`src/rtl/ebpc_pkg.sv`:
```
// Shared EBPC parameters and types.
// Latency: n/a (declarations only).
// Backpressure: n/a.
package ebpc_pkg;

   localparam int DATA_W     = 8;
   localparam int BLOCK_SIZE = 8;

   // Merge stage: RUN pairs flags with BPC words, DRAIN swallows block padding.
   typedef enum logic {
      RUN   = 1'b0,
      DRAIN = 1'b1
   } dec_merge_state_t;

endpackage

```
`src/rtl/ebpc_decoder_merge.sv`:
```
// Re-inserts zero words into the BPC nonzero stream, drops final-block padding, checks BPC last.
// Latency: 1 cycle from flag handshake to vld_o; 1 word/cycle sustained.
// Backpressure: single output register; both inputs stall while it is full and rdy_i is low.
module ebpc_decoder_merge #(
   parameter int DATA_W     = ebpc_pkg::DATA_W,
   parameter int BLOCK_SIZE = ebpc_pkg::BLOCK_SIZE
) (
   input  logic              clk_i,
   input  logic              rst_i,
   input  logic              flag_i,
   input  logic              flag_last_i,
   input  logic              flag_vld_i,
   output logic              flag_rdy_o,
   input  logic [DATA_W-1:0] bpc_data_i,
   input  logic              bpc_last_i,
   input  logic              bpc_vld_i,
   output logic              bpc_rdy_o,
   output logic [DATA_W-1:0] data_o,
   output logic              last_o,
   output logic              vld_o,
   input  logic              rdy_i,
   output logic              idle_o,
   output logic              err_o
);
   import ebpc_pkg::*;

   localparam int CNT_W = $clog2(BLOCK_SIZE);

   dec_merge_state_t  r_state;
   dec_merge_state_t  w_state_nxt;
   logic [CNT_W-1:0]  r_block_cnt;
   logic [CNT_W-1:0]  w_cnt_inc;
   logic [CNT_W-1:0]  w_cnt_post;
   logic [DATA_W-1:0] r_data;
   logic              r_last;
   logic              r_vld;
   logic              r_err;
   logic              w_out_free;
   logic              w_flag_rdy;
   logic              w_bpc_rdy;
   logic              w_flag_hs;
   logic              w_bpc_hs;
   logic              w_bpc_final;
   logic              w_err;

   assign w_out_free = !r_vld || rdy_i;

   // A nonzero flag can only be taken together with its BPC word, so both sides
   // share the same output-free condition and transfer in the same cycle.
   assign w_flag_rdy = (r_state == RUN) && w_out_free && (!flag_i || bpc_vld_i);
   assign w_bpc_rdy  = (r_state == DRAIN) || (w_out_free && flag_vld_i && flag_i);

   assign w_flag_hs  = flag_vld_i && w_flag_rdy;
   assign w_bpc_hs   = bpc_vld_i && w_bpc_rdy;

   assign w_cnt_inc  = r_block_cnt + CNT_W'(1);
   assign w_cnt_post = w_bpc_hs ? w_cnt_inc : r_block_cnt;

   // Next state, and whether the BPC word consumed this cycle closes the stream.
   always_comb begin
      w_state_nxt = r_state;
      w_bpc_final = 1'b0;
      if (r_state == RUN) begin
         if (w_flag_hs && flag_last_i) begin
            if (w_cnt_post != '0) begin
               w_state_nxt = DRAIN;
            end else begin
               // Stream ended exactly on a block boundary (or had no BPC words).
               w_bpc_final = w_bpc_hs;
            end
         end
      end else begin
         if (w_bpc_hs && (w_cnt_inc == '0)) begin
            w_state_nxt = RUN;
            w_bpc_final = 1'b1;
         end
      end
   end

   // bpc_last_i must be set on exactly the final word of each stream.
   assign w_err = w_bpc_hs && (bpc_last_i != w_bpc_final);

   // State and block position; a mid-stream reset abandons any partial block.
   always_ff @(posedge clk_i) begin
      if (rst_i) begin
         r_state     <= RUN;
         r_block_cnt <= '0;
      end else begin
         r_state     <= w_state_nxt;
         r_block_cnt <= w_cnt_post;
      end
   end

   // Output register: load on flag handshake, otherwise empty when popped.
   always_ff @(posedge clk_i) begin
      if (rst_i) begin
         r_vld  <= 1'b0;
         r_data <= '0;
         r_last <= 1'b0;
      end else if (w_flag_hs) begin
         r_vld  <= 1'b1;
         r_data <= flag_i ? bpc_data_i : '0;
         r_last <= flag_last_i;
      end else if (rdy_i) begin
         r_vld  <= 1'b0;
      end
   end

   // One-cycle error pulse following a misaligned BPC last.
   always_ff @(posedge clk_i) begin
      if (rst_i) begin
         r_err <= 1'b0;
      end else begin
         r_err <= w_err;
      end
   end

   assign flag_rdy_o = w_flag_rdy;
   assign bpc_rdy_o  = w_bpc_rdy;
   assign data_o     = r_data;
   assign last_o     = r_last;
   assign vld_o      = r_vld;
   assign err_o      = r_err;
   assign idle_o     = (r_state == RUN) && (r_block_cnt == '0) && !r_vld;

endmodule

```
`config.mk`:
```
export PLATFORM = sky130hd
export DESIGN_NAME = ebpc_decoder_merge
export DESIGN_NICKNAME = d
export VERILOG_FILES = /design/src/rtl/ebpc_pkg.sv /design/src/rtl/ebpc_decoder_merge.sv
export SDC_FILE = /design/constraint.sdc
export NUM_CORES = 1
export LEC_CHECK = 0
export CORE_ASPECT_RATIO = 0.8
export CORE_UTILIZATION = 36
export CTS_BUF_LIST = sky130_fd_sc_hd__clkbuf_16
export CTS_CLUSTER_DIAMETER = 120
export DETAILED_ROUTE_END_ITERATION = 6
export GPL_TIMING_DRIVEN = 0
export MAX_ROUTING_LAYER = met4
export PLACE_DENSITY = 0.77
export SLEW_MARGIN = 20
export SYNTH_ARGS = -nofsm -noshare
export SYNTH_HDL_FRONTEND = slang
export SYNTH_SLANG_ARGS = --single-unit
```
`constraint.sdc`:
```
create_clock -name clk_i -period 1.61 [get_ports clk_i]
set_input_delay 0.2415 -clock clk_i [delete_from_list [all_inputs] [get_ports clk_i]]
set_output_delay 0.2415 -clock clk_i [all_outputs]
set_load 0.1 [all_outputs]
```
Word-level counts from Yosys, hierarchy flattened
Cells that the tools add are included.

cells by class
  $add $sub $neg = 1
  equality and inequality tests = 1
  multiplexer cells = 12
  bitwise operators = 1
  reductions and logical operators = 20

operator list
  kind                                                           count
  1-bit logical AND                                              11
  1-bit 2-to-1 mux                                               10
  8-bit 2-to-1 mux                                               1
  3-bit logical NOT                                              2
  3-bit by 1-bit adder with 3-bit output, second input constant  1
  1-bit logical OR                                               3
  3-bit 2-to-1 mux                                               1
  3-bit nonzero test                                             1
  1-bit logical NOT                                              2
  2-bit nonzero test                                             1
  1-bit inequality test                                          1
  1-bit NOT                                                      1

word-level totals
  bits in registers = 15
  input port bits = 16
  output and inout bits = 14
  logic and storage cells = 41

Logic depth before layout (Yosys ltp)
  word-level depth = 13
  gate-level depth with buffers = 6
  mapped depth without buffers = 6

Worst setup path after synthesis
No wires, ideal clock.

  path type = reg-to-output
  start = reg r_vld, in the netlist vld_o
  end = out idle_o
  arrival time = 3.926 ns
  required time = 1.368 ns
  slack = -2.558 ns
  cell stages (with the launch flop) = 2
  buffers on the path = 0
  path through = dfxtp_1 > nor4b_1

on the way
  longest elaborated chain between the ends = 2

RTL lines
  item                    RTL line                   source
  start, declared         ebpc_decoder_merge.sv:36   logic r_vld;
  start signal, assigned  ebpc_decoder_merge.sv:97   r_vld <= 1'b0;
  start signal, assigned  ebpc_decoder_merge.sv:101  r_vld <= 1'b1;
  start signal, assigned  ebpc_decoder_merge.sv:105  r_vld <= 1'b0;
  1-bit logical NOT       ebpc_decoder_merge.sv:124  assign idle_o = (r_state == RUN) && (r_block_cnt == '0) && !r_vld;
  1-bit logical AND       ebpc_decoder_merge.sv:124
  end, declared           ebpc_decoder_merge.sv:22   output logic idle_o,

Every way passes these cells.

Worst setup path after layout
  start = reg r_vld, in the netlist vld_o
  end = reg r_err, in the netlist err_o

on the way
  longest elaborated chain between the ends = 13
  elaborated cells between the ends (all ways) = 19

RTL lines
  item                             RTL line                   source
  1-bit logical NOT (*)            ebpc_decoder_merge.sv:46   assign w_out_free = !r_vld || rdy_i;
  1-bit logical OR (*)             ebpc_decoder_merge.sv:46
  1-bit logical AND (2 in series)  ebpc_decoder_merge.sv:51   assign w_bpc_rdy = (r_state == DRAIN) || (w_out_free && flag_vld_i && flag_i);
  1-bit logical OR                 ebpc_decoder_merge.sv:51
  1-bit logical AND                ebpc_decoder_merge.sv:54   assign w_bpc_hs = bpc_vld_i && w_bpc_rdy;
  3-bit 2-to-1 mux                 ebpc_decoder_merge.sv:57   assign w_cnt_post = w_bpc_hs ? w_cnt_inc : r_block_cnt;
  3-bit nonzero test               ebpc_decoder_merge.sv:65   if (w_cnt_post != '0) begin
  1-bit 2-to-1 mux                 ebpc_decoder_merge.sv:65
  1-bit 2-to-1 mux                 ebpc_decoder_merge.sv:64   if (w_flag_hs && flag_last_i) begin
  1-bit 2-to-1 mux                 ebpc_decoder_merge.sv:63   if (r_state == RUN) begin
  1-bit inequality test            ebpc_decoder_merge.sv:81   assign w_err = w_bpc_hs && (bpc_last_i != w_bpc_final);
  1-bit logical AND (*)            ebpc_decoder_merge.sv:81
  end signal, assigned             ebpc_decoder_merge.sv:114  r_err <= w_err;
  end, declared                    ebpc_decoder_merge.sv:37   logic r_err;

Every way passes the cells marked *; elsewhere a longest branch is shown, timed or not.
A chain may end at the register's enable or synchronous reset.

==> key figures <==
Clock network
  – Clock-pin slew on the worst setup and hold paths: 50 ps
  – Cts bufs inserted: 3
  – CTS Hold Bufs: 0
  – Root buffer cell: clkbuf_16
  – CTS tree: built
  – CTS H-tree depth: 1
  – Deepest clock path buffer count: 2
  – Clk_lat worst skew: roughly 250 ps
  – Clock sink total: 15

Detailed routing
  – Routed length on met1: 823 um
  – Total Wirelength: between 1500 and 2000 um
  – Met3 routed WL: between 80 and 90 um
  – Post-route DRC: 0
  – Antenna Nets Post-Route: 0
  – Via/cell ratio: 5.45
  – WL per Instance: roughly 15 um
  – Total number of vias: 703
  – Highest Signal Layer: met4
  – Drt first pass iters: 4
  – 1st-iter DRT viols: 23
  – Length of routed met2 wiring: 1010 um

Synth
  – Post-synth EDFFs: 0
  – Yosys reg bits: 15
  – FFs w/ async S/R, synth: 0
  – Yosys top cell area share: 0.432
  – Cell Area, Synth: 694 um2
  – Seq/Total Area, Yosys: 0.432
  – Syn_area_per_cell: 9.64 um2
  – Yosys warnings: 0
  – Primary FF master, synth: dfxtp_1
  – Synth unique cells: 24
  – Synth top cells by count: dfxtp_1, nor2_1, a22oi_1
  – Syn_nets: 91
  – Area contributors post-synth: dfxtp_1, a22oi_1, nor4b_4, nor2_1, ha_1
  – Leading area contributor after synthesis: dfxtp_1
  – Cells after synthesis: 72
  – Most frequent cell after synthesis: dfxtp_1

Placed design
  – DP HPWL: ~1400 um
  – Area after DPL: 1060 um2
  – GPL Wtd Cong: 0.759
  – Port bufs: 29

Setup path
  – Slowest-stage cell, CP: or4b_4
  – Worst path most repeated cell: nor4b_4
  – CP required: 1740 ps
  – CP arrival: 1750 ps
  – WP buf/inv: 0
  – Kind of critical path: reg -> reg
  – Crit end category: flop
  – Crit path max-delay family: simple AND/OR/NAND/NOR gates
  – CP max FO: 3
  – Worst-path cell chain: nor2b_4 -> or4b_4 -> nor4b_4 -> o21ai_0 -> nor4b_4
  – CP startpoint kind: flop
  – CP peak stage delay: 520 ps

Min path
  – Hold crit path type: in -> reg

STA
  – Hold Fails Final Rpt: 0
  – Fin. max-slew vios: 0
  – RSZ-0062 raised after global routing: yes
  – Max Freq: 0.615 GHz
  – Slew margin rel.: 0.615
  – Worst-margin pin slew: 575 ps
  – Final setup violation count: 1
  – Setup ws final: -15.6 ps
  – Clk_skew: about 4.2 ps
  – Crit path time final: 1630 ps
  – Setup tns final: -15.6 ps
  – Hold_ws: 477 ps
  – Final worst-path cycle share: 1.01

Global route
  – Gr usage total: 0.211
  – First-pass GRT wire length: 2860 um
  – Largest net degree at the start of global routing: 11
  – Vias in the first global route: 595
  – Initial antenna violation count: 0
  – GRT overflow: 0

Layout
  – Utilization after layout: 0.714
  – P&R area growth vs syn: 75.5%
  – # diodes: 0
  – Fillers: 142
  – Layout cells sized above 1: 0.393
  – Nets: 127
  – Final Instance Area: 1220 um2

Die
  – Area of the core: 1710 um2
  – Starting density of the core: 0.407
  – Vert. Die Dim: approximately 41 um
  – Die Span X: 51.1 um
  – Row count: 13
  – Ports: 30
  – Die ar.: 2110 um2

Run status
  – Status: finished with violations
  – Failing checks: setup timing

Power
  – Cell leakage power: between 0.4 and 0.5 nW
  – PD cells: 990 nW/um2
  – Peak supply drop: 905 uV

Flow run
  – MaxCap Viol Count: 0
## routing by layer
metal	up-vias	global-route usage
li1	331	-
met1	351	0.242
met2	17	0.342
met3	4	0.0667
met4	0	0.104
met5	-	-
## layout by cell type (no fill, tap or decap), drive strengths merged, types with 2 or more instances in the layout
cell type       n
inv             4
xnor2           2
clkdlybuf4s50  11
ha              3
dfxtp          15
nand2b          2
nand3           3
a22oi           8
nor2b           2
nand2           2
buf             6
dlygate4sd2     3
clkbuf          5
nor3            4
a21oi           3
clkdlybuf4s15  11
nor2           12
nor4b           3
## layout make-up
class	count	area, um2	share of cell area
Buffer	1	3.75	0.00308
Clock buffer	3	75.1	0.0616
Clock inverter	1	3.75	0.00308
Inverter	3	13.8	0.0113
Multi-Input combinational cell	52	470	0.386
Sequential cell	15	313	0.257
Tap cell	22	27.5	0.0226
Timing Repair Buffer	32	312	0.256
## power breakdown
group / internal [mW] / switching [mW] / total [mW] / leakage, nW
combinational: 0.111 / 0.217 / 0.329 / 0.314
sequential: 0.385 / 0.0142 / 0.399 / 0.124
clock: 0.329 / 0.151 / 0.480 / 0.0423
## cells by family (layout without fill, tap and decap cells)
kind of cell | Yosys count | after routing | synth area share
compound gates | 15 | 15 | 0.153
xor+xnor | 3 | 3 | 0.0378
fa+ha+maj | 3 | 3 | 0.0541
buf+inv | 5 | 40 | 0.0270
flops | 15 | 15 | 0.432
simple gates | 31 | 31 | 0.295
## final timing paths
path / end / slack, ps / depth (start not counted) / start
worst max-delay path: err_o / -20 / 5 / vld_o
worst min-delay path: r_block_cnt[1] / 480 / 3 / bpc_vld_i
worst max register to register: err_o / -20 / 5 / vld_o
worst min register to register: last_o / 500 / 2 / last_o
## worst register-to-register path, cell delays in order, from the launching register on
cell,delay (ps)
dfxtp_4,340
nor2b_4,140
or4b_4,520
nor4b_4,260
o21ai_0,110
nor4b_4,130
## sequential cells by signal, summed over array words and instances, names as in the netlist
signal and flops:
data_o 8, r_block_cnt 3, err_o 1, last_o 1, r_state 1, vld_o 1
## stage by stage
| step | std cells | power (mW) | worst slack [ps] |
|---|---|---|---|
| floorplan | 72 | 0.624 | -172 |
| global placement | 123 | 0.717 | -921 |
| detailed placement | 123 | 0.721 | -948 |
| CTS | 128 | 1.20 | -97.1 |
| global route | 129 | 1.25 | -84.3 |
| finish | 129 | 1.21 | -15.6 |
## timing repair
item                                   4_1_cts  5_1_grt
resized for setup                           58       13
buffers inserted                             2        1
pin swaps                                    3        7
endpoints found under the hold margin        0        0
setup endpoints to repair                   26       13
gates cloned                                 0        0
(Power assumes the default switching activity.)
